File: config.mk
export PLATFORM = sky130hd
export DESIGN_NAME = ex_result_wb
export DESIGN_NICKNAME = d
export VERILOG_FILES = /design/src/rtl/ex_result_wb.sv
export SDC_FILE = /design/constraint.sdc
export NUM_CORES = 1
export LEC_CHECK = 0
export CORE_ASPECT_RATIO = 1.4
export CORE_MARGIN = 5
export CORE_UTILIZATION = 57
export DETAILED_ROUTE_END_ITERATION = 16
export PLACE_DENSITY_LB_ADDON = 0.2
export SKIP_CTS_REPAIR_TIMING = 1
export SLEW_MARGIN = 20
export SYNTH_ARGS = -nofsm -noshare
export SYNTH_HDL_FRONTEND = slang
export SYNTH_SLANG_ARGS = --single-unit
File: constraint.sdc
create_clock -name clk_i -period 3.8 [get_ports clk_i]
set_input_delay 0.76 -clock clk_i [delete_from_list [all_inputs] [get_ports clk_i]]
set_output_delay 0.76 -clock clk_i [all_outputs]
set_load 0.05 [all_outputs]
File: src/rtl/ex_result_wb.sv
// ---------------------------------------------------------------------------
// ex_result_wb
// Consumer end of the ALU result interface. Buffers (rd, result) pairs from
// the ALU in a small in-order FIFO, drains them to the register-file write
// port over valid/ready, and offers a youngest-first bypass lookup to issue.
//
// Ports
//   clk_i, rstn_i        clock (rising edge), asynchronous active-low reset
//   alu_vld_i/rd_i/      incoming registered ALU result and destination tag
//   alu_result_i
//   flush_i              discard all buffered results and the incoming one
//   stall_o              issue must not start an ALU op (one slot headroom)
//   wb_vld_o/rdy_i/      register-file write handshake, FIFO head entry
//   wb_rd_o/wb_data_o
//   byp_rs_i             bypass lookup register
//   byp_hit_o/data_o     youngest pending value for byp_rs_i
//   ovf_o                sticky: a push was dropped because the FIFO was full
// ---------------------------------------------------------------------------
module ex_result_wb #(
   parameter int XLEN   = 64,
   parameter int DEPTH  = 4,
   parameter int REG_AW = 5
) (
   input  logic              clk_i,
   input  logic              rstn_i,
   input  logic              alu_vld_i,
   input  logic [REG_AW-1:0] alu_rd_i,
   input  logic [XLEN-1:0]   alu_result_i,
   input  logic              flush_i,
   output logic              stall_o,
   output logic              wb_vld_o,
   input  logic              wb_rdy_i,
   output logic [REG_AW-1:0] wb_rd_o,
   output logic [XLEN-1:0]   wb_data_o,
   input  logic [REG_AW-1:0] byp_rs_i,
   output logic              byp_hit_o,
   output logic [XLEN-1:0]   byp_data_o,
   output logic              ovf_o
);

   localparam int PW = (DEPTH > 1) ? $clog2(DEPTH) : 1;
   localparam int CW = PW + 1;

   logic [REG_AW-1:0] rd_q   [DEPTH];
   logic [XLEN-1:0]   data_q [DEPTH];

   logic [PW-1:0] head_q, head_d;
   logic [PW-1:0] tail_q, tail_d;
   logic [CW-1:0] count_q, count_d;
   logic          ovf_q, ovf_d;

   logic empty, full, pop, push_req, push_ok;

   assign empty    = (count_q == '0);
   assign full     = (count_q == CW'(DEPTH));
   assign pop      = ~empty & wb_rdy_i;
   assign push_req = alu_vld_i & (alu_rd_i != '0) & ~flush_i;
   // A full FIFO still accepts a push when the head leaves in the same cycle.
   assign push_ok  = push_req & (~full | pop);

   always_comb begin
      head_d  = head_q;
      tail_d  = tail_q;
      count_d = count_q;
      ovf_d   = ovf_q;
      if (flush_i) begin
         head_d  = '0;
         tail_d  = '0;
         count_d = '0;
      end else begin
         if (pop)     head_d = head_q + PW'(1);
         if (push_ok) tail_d = tail_q + PW'(1);
         case ({push_ok, pop})
            2'b10:   count_d = count_q + CW'(1);
            2'b01:   count_d = count_q - CW'(1);
            default: count_d = count_q;
         endcase
         if (push_req & full & ~pop) ovf_d = 1'b1;
      end
   end

   always_ff @(posedge clk_i or negedge rstn_i) begin
      if (!rstn_i) begin
         head_q  <= '0;
         tail_q  <= '0;
         count_q <= '0;
         ovf_q   <= 1'b0;
      end else begin
         head_q  <= head_d;
         tail_q  <= tail_d;
         count_q <= count_d;
         ovf_q   <= ovf_d;
      end
   end

   // Payload storage needs no reset: slots outside [head, head+count) are
   // never observed on any output.
   always_ff @(posedge clk_i) begin
      if (push_ok) begin
         rd_q[tail_q]   <= alu_rd_i;
         data_q[tail_q] <= alu_result_i;
      end
   end

   assign wb_vld_o  = ~empty;
   assign wb_rd_o   = empty ? '0 : rd_q[head_q];
   assign wb_data_o = empty ? '0 : data_q[head_q];
   assign stall_o   = (count_q >= CW'(DEPTH - 1));
   assign ovf_o     = ovf_q;

   // Slot gi holds the gi-th oldest pending entry.
   logic [PW-1:0]    slot_idx [DEPTH];
   logic [DEPTH-1:0] slot_hit;

   for (genvar gi = 0; gi < DEPTH; gi++) begin : g_slot
      assign slot_idx[gi] = head_q + PW'(gi);
      assign slot_hit[gi] = (CW'(gi) < count_q) && (rd_q[slot_idx[gi]] == byp_rs_i);
   end

   // Later (younger) matches overwrite older ones; the incoming push wins last.
   always_comb begin
      byp_hit_o  = 1'b0;
      byp_data_o = '0;
      if (byp_rs_i != '0) begin
         for (int k = 0; k < DEPTH; k++) begin
            if (slot_hit[k]) begin
               byp_hit_o  = 1'b1;
               byp_data_o = data_q[slot_idx[k]];
            end
         end
         if (alu_vld_i && (alu_rd_i == byp_rs_i) && !flush_i) begin
            byp_hit_o  = 1'b1;
            byp_data_o = alu_result_i;
         end
      end
   end

endmodule

==> parameters.txt <==
Parameter                              Value

STA
  Hold WS    between 0.4 and 0.5 ns
  Finish-stage setup viols    between 60 and 70
  Slew at the pin closest to its max-slew limit    roughly 0.7 ns
  Final Worst Setup Slack    -0.378 ns
  RSZ-0062 raised after global routing    yes
  Maximum operating frequency    around 240 MHz
  Clock period minus worst slack    4.18 ns
  Clock tree skew after final layout    around 0.018 ns
  Max_slew headroom    roughly 53%
  Fraction of the cycle the final worst path needs    110%
  Final Slew Violations    0
  Number of hold violations in the final report    0

Place
  Dpl cells    ~2200
  Half-perimeter wire length of the detailed placement result    approximately 32 mm
  Number of port buffers    215
  Gp weighted congestion    0.854

Status
  Result of the run    finished with violations
  Violated checks    setup timing

Route
  Wirelength, routed    around 53 mm
  Length of the first detailed-routing pass in iterations    7
  Total vias in the final route    about 15000
  Routed vias/inst    ~6.5
  Count of nets left with antenna violations after detail routing    0
  Routed len/inst    23.4 um
  Violation count after the first detailed-routing iteration    around 1400
  DRC violations left    0

Floorplanning
  Number of top-level pins    between 200 and 250
  Floorplan core area    between 30000 and 40000 um2
  Effective utilization at floorplan    57.3%
  Area of the die    between 30000 and 40000 um2
  Row Count    77
  Die boundary width    between 150 and 200 um
  Height of the chip    between 200 and 250 um

Final layout
  Final nets    just under 2000
  Area growth, synth to finish    29.2%
  Fraction of layout instances using a drive strength above 1    a little under a third
  Filler-free cell count of the finished design    2276

Worst hold path
  Type of the most critical hold path    flip-flop to flip-flop
  Worst hold path stage count    1

Synth
  Sequential element share of the synthesized area    a little under half
  Mapped Cells    1641
  Mean instance size in the synthesized netlist    about 11 um2
  Dominant register cell in the synthesized netlist    sky130_fd_sc_hd__edfxtp_1
  Yosys warns    0
  Mapped Nets    ~1700
  Post-synth cell types    between 50 and 60
  Number of synthesized flops with an enable pin    between 200 and 300
  Synthesized area    around 18000 um2
  Proportion of register bits with asynchronous set or reset after synthesis    between 2 and 3%
  Flops & latches, synth    roughly 280

CTS
  TritonCTS clock tree    built
  Maximum clock path buffer count    3
  Register clock-pin slew on the reported worst setup and hold paths    0.06 ns
  CTS Root Buffer Type    sky130_fd_sc_hd__clkbuf_16
  Number of clock sinks    approximately 280
  Number of buffers added by the clock tree synthesis step    29
  Maximum level of the CTS H-tree    1
  Clock network latency to the later pin of the worst-skew pair    between 0.5 and 0.6 ns

Critical path
  Type of origin of the critical path    flip-flop
  R2r worst-path depth    7
  Crit Path Class    flip-flop to output port
  WP data required    3.04 ns
  Critical path capture point type    output port
  Crit Path Max Fanout    8
  Data arrival time of the critical path    about 3.4 ns

Global route
  Global router's overall resource usage    27.1%
  Wire length of the first global-routing pass    77.3 mm
  Initial antenna violation count    1
  Remaining global-route overflow    0
  Largest net degree at the start of global routing    152
  Via count of the first global-routing pass    14800

Power and ir drop
  Leak pwr    roughly 8.2 nW
  Cell area power density    around 590 nW/um2
  Max IR drop VDD    between 0.5 and 0.6 mV

Flow run
  Max-cap check violation count    0
## layout by cell type (no fill, tap or decap), drive strengths merged, types with 2 or more instances in the layout
cell type and n:
buf 240, inv 8, a21o 3, bufinv 4, nor3 3, nor2 187, nand2b 2, a21oi 105
nand2 127, and2 50, or3 2, clkinv 15, o21ai 111, mux4 16, clkbuf 42, a211oi 30
edfxtp 276, ha 8, dfrtp 8, mux2 114, xnor2 24, o22ai 2, a22oi 41, o31ai 43
a32oi 23, or2 24, mux2i 170, nand3 2, a221oi 39, clkdlybuf4s50 78, o21a 3, a211o 22
nand4 3, xor2 8, dlymetal6s2s 13, nor4 3, o221a 24
## layout make-up
cell class | count | area [um2]
well taps | 395 | 494
inverters | 8 | 31.3
clock inverters | 19 | 188
flip-flops and latches | 284 | 8500
clock buffers | 34 | 744
diodes | 1 | 2.50
repair buffers | 339 | 3850
multi-input cells | 1196 | 9390
fillers | 2087 | 8120
## cell usage after synthesis, types with 9 or more instances
master                     instances  area share (%)
sky130_fd_sc_hd__clkbuf_1         76             1.6
sky130_fd_sc_hd__o31ai_2          12            0.84
sky130_fd_sc_hd__edfxtp_1        276              46
sky130_fd_sc_hd__or2_2            24            0.84
sky130_fd_sc_hd__a21oi_1         105             2.9
sky130_fd_sc_hd__mux4_1            9             1.3
sky130_fd_sc_hd__mux2i_1         170             9.5
sky130_fd_sc_hd__o31ai_1          31             1.3
sky130_fd_sc_hd__nand2_1         126             2.6
sky130_fd_sc_hd__o21ai_1          19            0.53
sky130_fd_sc_hd__a221oi_2         10            0.84
sky130_fd_sc_hd__a32oi_1          23             1.1
sky130_fd_sc_hd__a211o_1          21             1.0
sky130_fd_sc_hd__o221a_1          18             1.1
sky130_fd_sc_hd__and2_1           50             1.7
sky130_fd_sc_hd__a221oi_1         29             1.4
sky130_fd_sc_hd__buf_1            15            0.31
sky130_fd_sc_hd__xnor2_1          24             1.2
sky130_fd_sc_hd__buf_2            41             1.1
sky130_fd_sc_hd__nor2_1          187             3.9
sky130_fd_sc_hd__a22oi_1          41             1.7
sky130_fd_sc_hd__mux2_2          114             7.2
sky130_fd_sc_hd__buf_4            17            0.71
sky130_fd_sc_hd__o21ai_0          92             2.6
sky130_fd_sc_hd__a211oi_1         29             1.2
## per-layer routing
layer	up-vias	GRT usage [%]	wire length, um
li1	6685	-	-
met1	7218	32.2	19600
met2	757	49.2	27600
met3	136	4.49	4240
met4	0	11.0	1790
met5	-	0	0
## report_power, final
part           switching, W  internal (W)
registers         0.0000729       0.00356
clock network       0.00119       0.00166
logic               0.00476       0.00245
total               0.00602       0.00767
## registers in the layout, summed over array words and instances, names as in the netlist
signal,cells
tail_q,2
head_q,2
ovf_o,1
rd_q,20
count_q,3
data_q,256
## kinds of logic (layout without fill, tap and decap cells)
| logic type | after synthesis | count (layout) | synth area share [%] |
|---|---|---|---|
| AOI/OAI and AO/OA | 448 | 449 | 17.6 |
| and+or+nand+nor | 407 | 407 | 9.90 |
| DFF | 284 | 284 | 47.3 |
| muxes | 300 | 300 | 18.8 |
| adders and majority gates | 8 | 8 | 0.558 |
| other | 0 | 1 | 0 |
| xor gates and xnor gates | 32 | 32 | 1.56 |
| buffers and inverters | 162 | 400 | 4.29 |
## through the flow
step | area [um2] | setup WS [ns] | total power, W | TNS (ns) | utilization, %
CTS | 22000 | -0.618 | 0.0133 | -35.46 | 70.3
global route | 23200 | -0.505 | 0.0143 | -25.43 | 74.1
finish | 23200 | -0.378 | 0.0137 | -17.93 | 74.1
detailed placement | 21100 | -0.171 | 0.0104 | -5.76 | 67.4
global placement | 21100 | -0.168 | 0.0103 | -4.48 | 67.4
floorplan | 18100 | -0.316 | 0.00851 | -2.32 | -
## final timing paths
kind | from | endpoint | slack (ns)
max | head_q[0] | byp_data_o[44] | -0.38
min | ovf_o | ovf_o | 0.46
max reg2reg | count_q[0] | data_q[3][28] | 1.03
min reg2reg | ovf_o | ovf_o | 0.46
max in group asynchronous | rstn_i | head_q[1] | 2.96
min in group asynchronous | rstn_i | count_q[0] | 0.51
## critical path, cell delays in order, from the launching register on
cell	delay [ns]
sky130_fd_sc_hd__dfrtp_4	0.43
sky130_fd_sc_hd__buf_12	0.14
sky130_fd_sc_hd__mux4_2	0.54
sky130_fd_sc_hd__xor2_2	0.18
sky130_fd_sc_hd__nor4_4	0.34
sky130_fd_sc_hd__buf_4	0.18
sky130_fd_sc_hd__a211oi_4	0.06
sky130_fd_sc_hd__buf_6	0.14
sky130_fd_sc_hd__clkbuf_16	0.18
sky130_fd_sc_hd__a221oi_4	0.34
sky130_fd_sc_hd__o31ai_4	0.13
sky130_fd_sc_hd__buf_6	0.18
Power figures use the tool's default switching activity.
